<file path="src/rtl/operand_entry.sv">
// Switch/button entry stage for the 3-bit calculator: debounces NEXT/CLR and
// steps through capturing A, B and the operation code K.
module operand_entry #(
  parameter int unsigned DEBOUNCE_CYCLES = 1000
) (
  input  logic       clk,
  input  logic       rst,
  input  logic [2:0] sw,
  input  logic [1:0] op_sw,
  input  logic       btn_next,
  input  logic       btn_clr,
  output logic [2:0] A,
  output logic [2:0] B,
  output logic [1:0] K,
  output logic       valid,
  output logic [1:0] stage,
  output logic       div_zero
);

  localparam int unsigned CntW = 20;
  localparam logic [CntW-1:0] CntMax = CntW'(DEBOUNCE_CYCLES - 1);

  typedef enum logic [1:0] {StA = 2'd0, StB = 2'd1, StOp = 2'd2, StShow = 2'd3} state_e;

  // Index 0 is NEXT, index 1 is CLR; both buttons share identical conditioning.
  logic [1:0]      btn_raw;
  logic [1:0]      sync1_q, sync2_q;
  logic [1:0]      level_q, level_d;
  logic [1:0]      level_prev_q;
  logic [1:0]      pulse_q, pulse_d;
  logic [CntW-1:0] cnt_q [2];
  logic [CntW-1:0] cnt_d [2];

  assign btn_raw = {btn_clr, btn_next};

  always_comb begin
    for (int i = 0; i < 2; i++) begin
      cnt_d[i]   = '0;
      level_d[i] = level_q[i];
      if (sync2_q[i] != level_q[i]) begin
        if (cnt_q[i] == CntMax) begin
          level_d[i] = sync2_q[i];
        end else begin
          cnt_d[i] = cnt_q[i] + 1'b1;
        end
      end
    end
    pulse_d = level_q & ~level_prev_q;
  end

  always_ff @(posedge clk or posedge rst) begin
    if (rst) begin
      sync1_q      <= '0;
      sync2_q      <= '0;
      level_q      <= '0;
      level_prev_q <= '0;
      pulse_q      <= '0;
      for (int i = 0; i < 2; i++) begin
        cnt_q[i] <= '0;
      end
    end else begin
      sync1_q      <= btn_raw;
      sync2_q      <= sync1_q;
      level_q      <= level_d;
      level_prev_q <= level_q;
      pulse_q      <= pulse_d;
      for (int i = 0; i < 2; i++) begin
        cnt_q[i] <= cnt_d[i];
      end
    end
  end

  state_e     state_q, state_d;
  logic [2:0] a_q, a_d, b_q, b_d;
  logic [1:0] k_q, k_d;
  logic       valid_q, valid_d;
  logic       div_zero_q, div_zero_d;

  always_comb begin
    state_d    = state_q;
    a_d        = a_q;
    b_d        = b_q;
    k_d        = k_q;
    valid_d    = valid_q;
    div_zero_d = div_zero_q;
    // Clear has priority; a coincident next pulse is dropped.
    if (pulse_q[1]) begin
      state_d    = StA;
      a_d        = '0;
      b_d        = '0;
      k_d        = '0;
      valid_d    = 1'b0;
      div_zero_d = 1'b0;
    end else if (pulse_q[0]) begin
      case (state_q)
        StA: begin
          a_d     = sw;
          state_d = StB;
        end
        StB: begin
          b_d     = sw;
          state_d = StOp;
        end
        StOp: begin
          k_d        = op_sw;
          valid_d    = 1'b1;
          div_zero_d = (op_sw == 2'b11) && (b_q == 3'd0);
          state_d    = StShow;
        end
        StShow: begin
          valid_d    = 1'b0;
          div_zero_d = 1'b0;
          state_d    = StA;
        end
        default: state_d = StA;
      endcase
    end
  end

  always_ff @(posedge clk or posedge rst) begin
    if (rst) begin
      state_q    <= StA;
      a_q        <= '0;
      b_q        <= '0;
      k_q        <= '0;
      valid_q    <= 1'b0;
      div_zero_q <= 1'b0;
    end else begin
      state_q    <= state_d;
      a_q        <= a_d;
      b_q        <= b_d;
      k_q        <= k_d;
      valid_q    <= valid_d;
      div_zero_q <= div_zero_d;
    end
  end

  assign A        = a_q;
  assign B        = b_q;
  assign K        = k_q;
  assign valid    = valid_q;
  assign stage    = state_q;
  assign div_zero = div_zero_q;

endmodule
</file>
<file path="config.mk">
export PLATFORM = sky130hd
export DESIGN_NAME = operand_entry
export DESIGN_NICKNAME = d
export VERILOG_FILES = /design/src/rtl/operand_entry.sv
export SDC_FILE = /design/constraint.sdc
export NUM_CORES = 1
export LEC_CHECK = 0
export ABC_AREA = 1
export BUFFER_PORTS_ARGS = -buffer_cell sky130_fd_sc_hd__buf_4
export CAP_MARGIN = 40
export CORE_MARGIN = 4
export CORE_UTILIZATION = 54
export DETAILED_ROUTE_END_ITERATION = 12
export PLACE_DENSITY_LB_ADDON = 0.12
export SLEW_MARGIN = 20
export SYNTH_ARGS = -nofsm -noshare
export SYNTH_HDL_FRONTEND = slang
export SYNTH_SLANG_ARGS = --single-unit
</file>
<file path="constraint.sdc">
create_clock -name clk -period 1.7 [get_ports clk]
set_input_delay 0.17 -clock clk [delete_from_list [all_inputs] [get_ports clk]]
set_output_delay 0.17 -clock clk [all_outputs]
set_load 0.02 [all_outputs]
</file>
Yosys cells after proc, flatten, opt, wreduce, memory -nomap -nowiden
Index checks and enable logic that the tools add are counted.
- $add $sub $neg: 2
- multiply operators: 0
- div/mod/pow operators: 0
- $lt $le $gt $ge: 0
- equal/unequal tests: 8
- shifts and indexed selects: 0
- muxes and demuxes: 22
- bitwise logic cells: 2
- reductions and logical operators: 14
- operators by type and width (operator ; count):
    20-bit 2-to-1 mux ; 4
    20-bit by 1-bit adder with 20-bit output, second input constant ; 2
    20-bit by 10-bit equality test with 1-bit output, second input constant ; 2
    3-bit 2-to-1 mux ; 6
    2-bit AND reduction ; 6
    2-bit 2-to-1 mux ; 5
    2-bit one-hot mux with 4 select lines ; 1
    2-bit nonzero test ; 4
    2-bit equality test, second input constant ; 3
    1-bit 2-to-1 mux ; 4
    1-bit one-hot mux with 2 select lines ; 2
    3-bit logical NOT ; 1
    3-bit nonzero test ; 1
    2-bit bitwise AND ; 1
    2-bit by 1-bit equality test with 1-bit output, second input constant ; 1
    2-bit logical NOT ; 1
    1-bit != test ; 2
    2-bit inverter ; 1
    1-bit logical AND ; 1
- flip-flop bits (word level): 62
- bits in latches: 0
- RAM bits: 0
- ROM bits: 0
- output and inout port bits: 12
- memories kept: 0

Logic depth before layout (Yosys ltp)
- depth in word-level cells: 5
- mapped depth: 9

Worst setup path after synthesis
Ideal clock, no wire load.
- path kind: reg2reg
- start point: register cnt_q[20] (netlist name)
- end point: register cnt_q[32] (netlist name)
- library setup time: 132 ps
- arrival: 1219 ps
- data required time: 1568 ps
- slack: 349 ps
- stages on the path, launching flop included: 8
- buffers on the path: 0
- period minus slack after synthesis: 1351 ps
- cells stage by stage: dfrtp_1 -> ha_1 -> nand2_1 -> nor2_1 -> nand2_1 -> nor2_1 -> xnor2_1 -> nor2_1
- RTL lines (element ; line ; source):
    start: declaration ; 31 ; logic [CntW-1:0] cnt_q [2];
    start signal: indexed assignment ; 68 ; cnt_q[i] <= cnt_d[i];

==> metrics.md <==
| Metric | Value |
|---|---|
| H-tree depth | `3` |
| Crit path DAT | `1780 ps` |
| GR Util met2 | `0.291` |
| Worst path buffer plus inverter count | `0` |
| Longest Clk Path Bufs | `2` |
| Rel. slew slack | `0.702` |
| Internal power | `between 2 and 2.5 mW` |
| FP Rows | `27` |
| Final Wtd Congestion | `0.899` |
| CP endpoint kind | `flop` |
| Met3 Use GR | `0.0388` |
| Worst Reg-to-Reg Cells | `6` |
| Clk sinks | `62` |
| Post-Layout Cell Count | `approximately 530` |
| Largest net degree at the start of global routing | `43` |
| Mean post-synth cell area | `between 7 and 8 um^2` |
| Measured slew at the worst slew-check pin | `447 ps` |
| Post-synth ARST share | `1.00` |
| Max IR drop VDD | `between 0.0004 and 0.0005 V` |
| # fillers | `between 400 and 500` |
| CP required | `roughly 1900 ps` |
| Routed Wire Length | `~6.6 mm` |
| Area contributors post-synth | `dfrtp_1 48%, nand2_1 12%, nor2_1 11%, inv_1 6.3%, nand3_1 4.4%` |
| Mapped Nets | `around 430` |
| Switching pwr | `approximately 0.64 mW` |
| Die Area | `between 7000 and 8000 um^2` |
| Hold_sp | `op_sw[1]` |
| Crit Reg-Reg Endpoint | `cnt_q[3]` |
| Hold path depth | `3` |
| Vias per cell | `approximately 5.1` |
| RR Startpoint | `cnt_q[0]` |
| CTS root buf | `clkbuf_8` |
| Comb pwr share | `0.041` |
| Met1 usage | `0.293` |
| Sequential Power Share | `0.532` |
| TritonCTS clock tree | `yes` |
| Nets | `about 470` |
| Die span in y | `~85 um` |
| Total GRT Usage | `0.201` |
| First-pass GRT wire length | `about 12 mm` |
| Pleak | `1.72 nW` |
| R2r setup slk | `~130 ps` |
| Wire per inst | `around 13 um` |
| Top_reg_cell synth | `dfrtp_1` |
| Post-synth EDFFs | `0` |
| Vias in the first global route | `around 2600` |
| Min Hold Slack | `around 110 ps` |
| Initial antenna violation count | `0` |
| Min-Delay Path Class | `in2reg` |
| Area leader, netlist | `dfrtp_1` |
| Area occupied by multi-input gates | `between 1000 and 1500 um^2` |
| Vias | `about 2700` |
| Num CTS Buffers | `9` |
| GR Overflow Total | `0` |
| Post-synthesis sequential area ratio | `0.482` |
| Final hold vios | `0` |
| Pwr per Cell Area | `770 nW/um^2` |
| Worst clock skew | `about 8.4 ps` |
| Starting Density | `0.571` |
| Post-detail-place hpwl | `a little under 5 mm` |
| Worst path slowest cell | `dfrtp_1` |
| Drt initial violations | `between 200 and 250` |
| Fin. max-slew vios | `0` |
| # setup viols final | `0` |
| Clk Latency, worst-skew pair | `330 ps` |
| I/O Pins | `21` |
| FF+latch area | `1550 um^2` |
| Count of cell types in the netlist | `21` |
| Layout cell share with drive strength beyond 1 | `0.119` |
| Crit-path leading delay family | `simple AND/OR/NAND/NOR gates` |
| Synth warn | `0` |
| Cell Area, Synth | `between 3000 and 4000 um^2` |
| GRT busiest layer | `met1` |
| Post-Syn Instances | `415` |
| Setup ws final | `~130 ps` |
| Worst Path Max Fanout | `9` |
| Critical path, cell by cell | `ha_1 -> nand4_1 -> nor2_1 -> nand3_1 -> nand2_1 -> nor2_1` |
| Antenna diodes | `0` |
| Setup TNS | `0 ps` |
| IO Port Bufs | `20` |
| Placed Instances | `~510` |
| Switching fraction of total power | `0.225` |
| FF+latch count, synth | `slightly above 60` |
| CP max stage delay | `430 ps` |
| Area added between synthesis and finish | `14.6%` |
| Outcome | `finished clean` |
| RSZ-0062 raised after global routing | `no` |
| Clock Power Share | `0.427` |
| Residual DRC | `0` |
| Max Cap Viol | `0` |
| Routed Antenna Nets | `0` |
| CTS clk-pin slew, worst paths | `60 ps` |
| Post-CTS setup buffer count | `0` |
| CP Launch Type | `flop` |
| Hold worst-path end | `K[1]` |
| Tmin final | `1570 ps` |
| Top cell by count, worst path | `nor2_1` |
| Core box area | `roughly 5600 um^2` |
| Fmax | `around 640 MHz` |
| Die width | `85.2 um` |
| First-pass iteration count of the detailed router | `6` |
| Tcrit/Tclk final | `0.925` |
| Synth top area share | `0.482` |
| Critical path class | `reg2reg` |
| Setup slack at placement | `145 ps` |
[worst max-delay path by stage]
stage	start	end	cells past startpoint	slack (ps)
after floorplan	cnt_q[20]	cnt_q[32]	7	350
after global placement	cnt_q[0]	cnt_q[3]	6	220
after detailed placement	cnt_q[20]	cnt_q[32]	7	140
after CTS	cnt_q[20]	cnt_q[32]	7	120
after global routing	cnt_q[20]	cnt_q[36]	9	9
final	cnt_q[0]	cnt_q[3]	6	130
[cells in the final DEF, fill, tap and decap left out, drive strengths merged]
| cell type | netlist | routed |
|---|---|---|
| and2 | 1 | 1 |
| o22ai | 1 | 1 |
| nand2 | 105 | 105 |
| o21ai | 12 | 12 |
| clkinvlp | 0 | 1 |
| nand3 | 28 | 28 |
| bufinv | 0 | 1 |
| clkbuf | 2 | 11 |
| nand4 | 8 | 8 |
| nor3 | 2 | 2 |
| buf | 0 | 21 |
| a21oi | 4 | 4 |
| mux2 | 6 | 6 |
| dfrtp | 62 | 62 |
| nor2 | 101 | 101 |
| ha | 8 | 8 |
| xnor2 | 6 | 6 |
| xor2 | 15 | 15 |
| dlygate4sd3 | 0 | 3 |
| inv | 54 | 53 |
| clkinv | 0 | 4 |
[worst reg2reg max path, stage by stage, from the launching register on]
cell and delay, ps:
dfrtp_1 430, ha_1 250, nand4_1 110, nor2_1 190
nand3_1 140, nand2_1 260, nor2_1 80
[through the flow]
stage	instance area (um^2)	total power, mW	utilization
after floorplan	3220	1.61	-
after global placement	3480	1.65	0.616
after detailed placement	3480	1.65	0.616
after CTS	3690	2.86	0.654
after global routing	3690	2.95	0.654
final	3690	2.84	0.654
[synthesized netlist by cell type (all sizes together), types with 2 or more instances]
| cell | number |
|---|---|
| nand2 | 105 |
| nor2 | 101 |
| dfrtp | 62 |
| inv | 54 |
| nand3 | 28 |
| xor2 | 15 |
| o21ai | 12 |
| ha | 8 |
| nand4 | 8 |
| mux2 | 6 |
| xnor2 | 6 |
| a21oi | 4 |
| clkbuf | 2 |
| nor3 | 2 |
[power groups by stage]
stage / logic (mW) / clock network (mW) / registers, mW
floorplan: 0.0692 / 0 / 1.54
detailed placement: 0.113 / 0 / 1.54
global route: 0.135 / 1.30 / 1.51
finish: 0.116 / 1.21 / 1.51
CTS: 0.119 / 1.23 / 1.51
global placement: 0.111 / 0 / 1.54
[per-layer routing]
metal / share of wire / wire length [um]
met1: 0.50 / 3310
met2: 0.42 / 2800
met3: 0.058 / 385
met4: 0.015 / 97
met5: 0 / 0
[registers in the layout, summed over array words and instances (netlist names)]
| name | flops |
|---|---|
| pulse_q | 2 |
| K | 2 |
| stage | 2 |
| level_q | 2 |
| A | 3 |
| valid | 1 |
| B | 3 |
| cnt_q | 40 |
| sync2_q | 2 |
| level_prev_q | 2 |
| sync1_q | 2 |
| div_zero | 1 |
[kinds of logic (layout without fill, tap and decap cells)]
family / count (synthesis) / count (layout) / share of synthesized area
AO/OA/AOI/OAI: 17 / 17 / 0.0268
adder cells (fa/ha/maj): 8 / 8 / 0.0311
multiplexers: 6 / 6 / 0.0210
buffers and inverters: 56 / 94 / 0.0653
AND/OR/NAND/NOR: 245 / 245 / 0.317
XOR/XNOR: 21 / 21 / 0.0571
flip-flops: 62 / 62 / 0.482
[cell type report]
| cell class | count | area share |
|---|---|---|
| Clock inverter | 5 | 0.0136 |
| Multi-Input combinational cell | 297 | 0.396 |
| Inverter | 54 | 0.0560 |
| Clock buffer | 11 | 0.0356 |
| Timing Repair Buffer | 24 | 0.0543 |
| Sequential cell | 62 | 0.420 |
| Tap cell | 72 | 0.0244 |
[timing repair]
action	CTS	global route
hold buffers	3	0
resized for setup	0	1
setup endpoints to repair	0	2
hold endpoints to repair	22	0
Power figures use the tool's default switching activity.
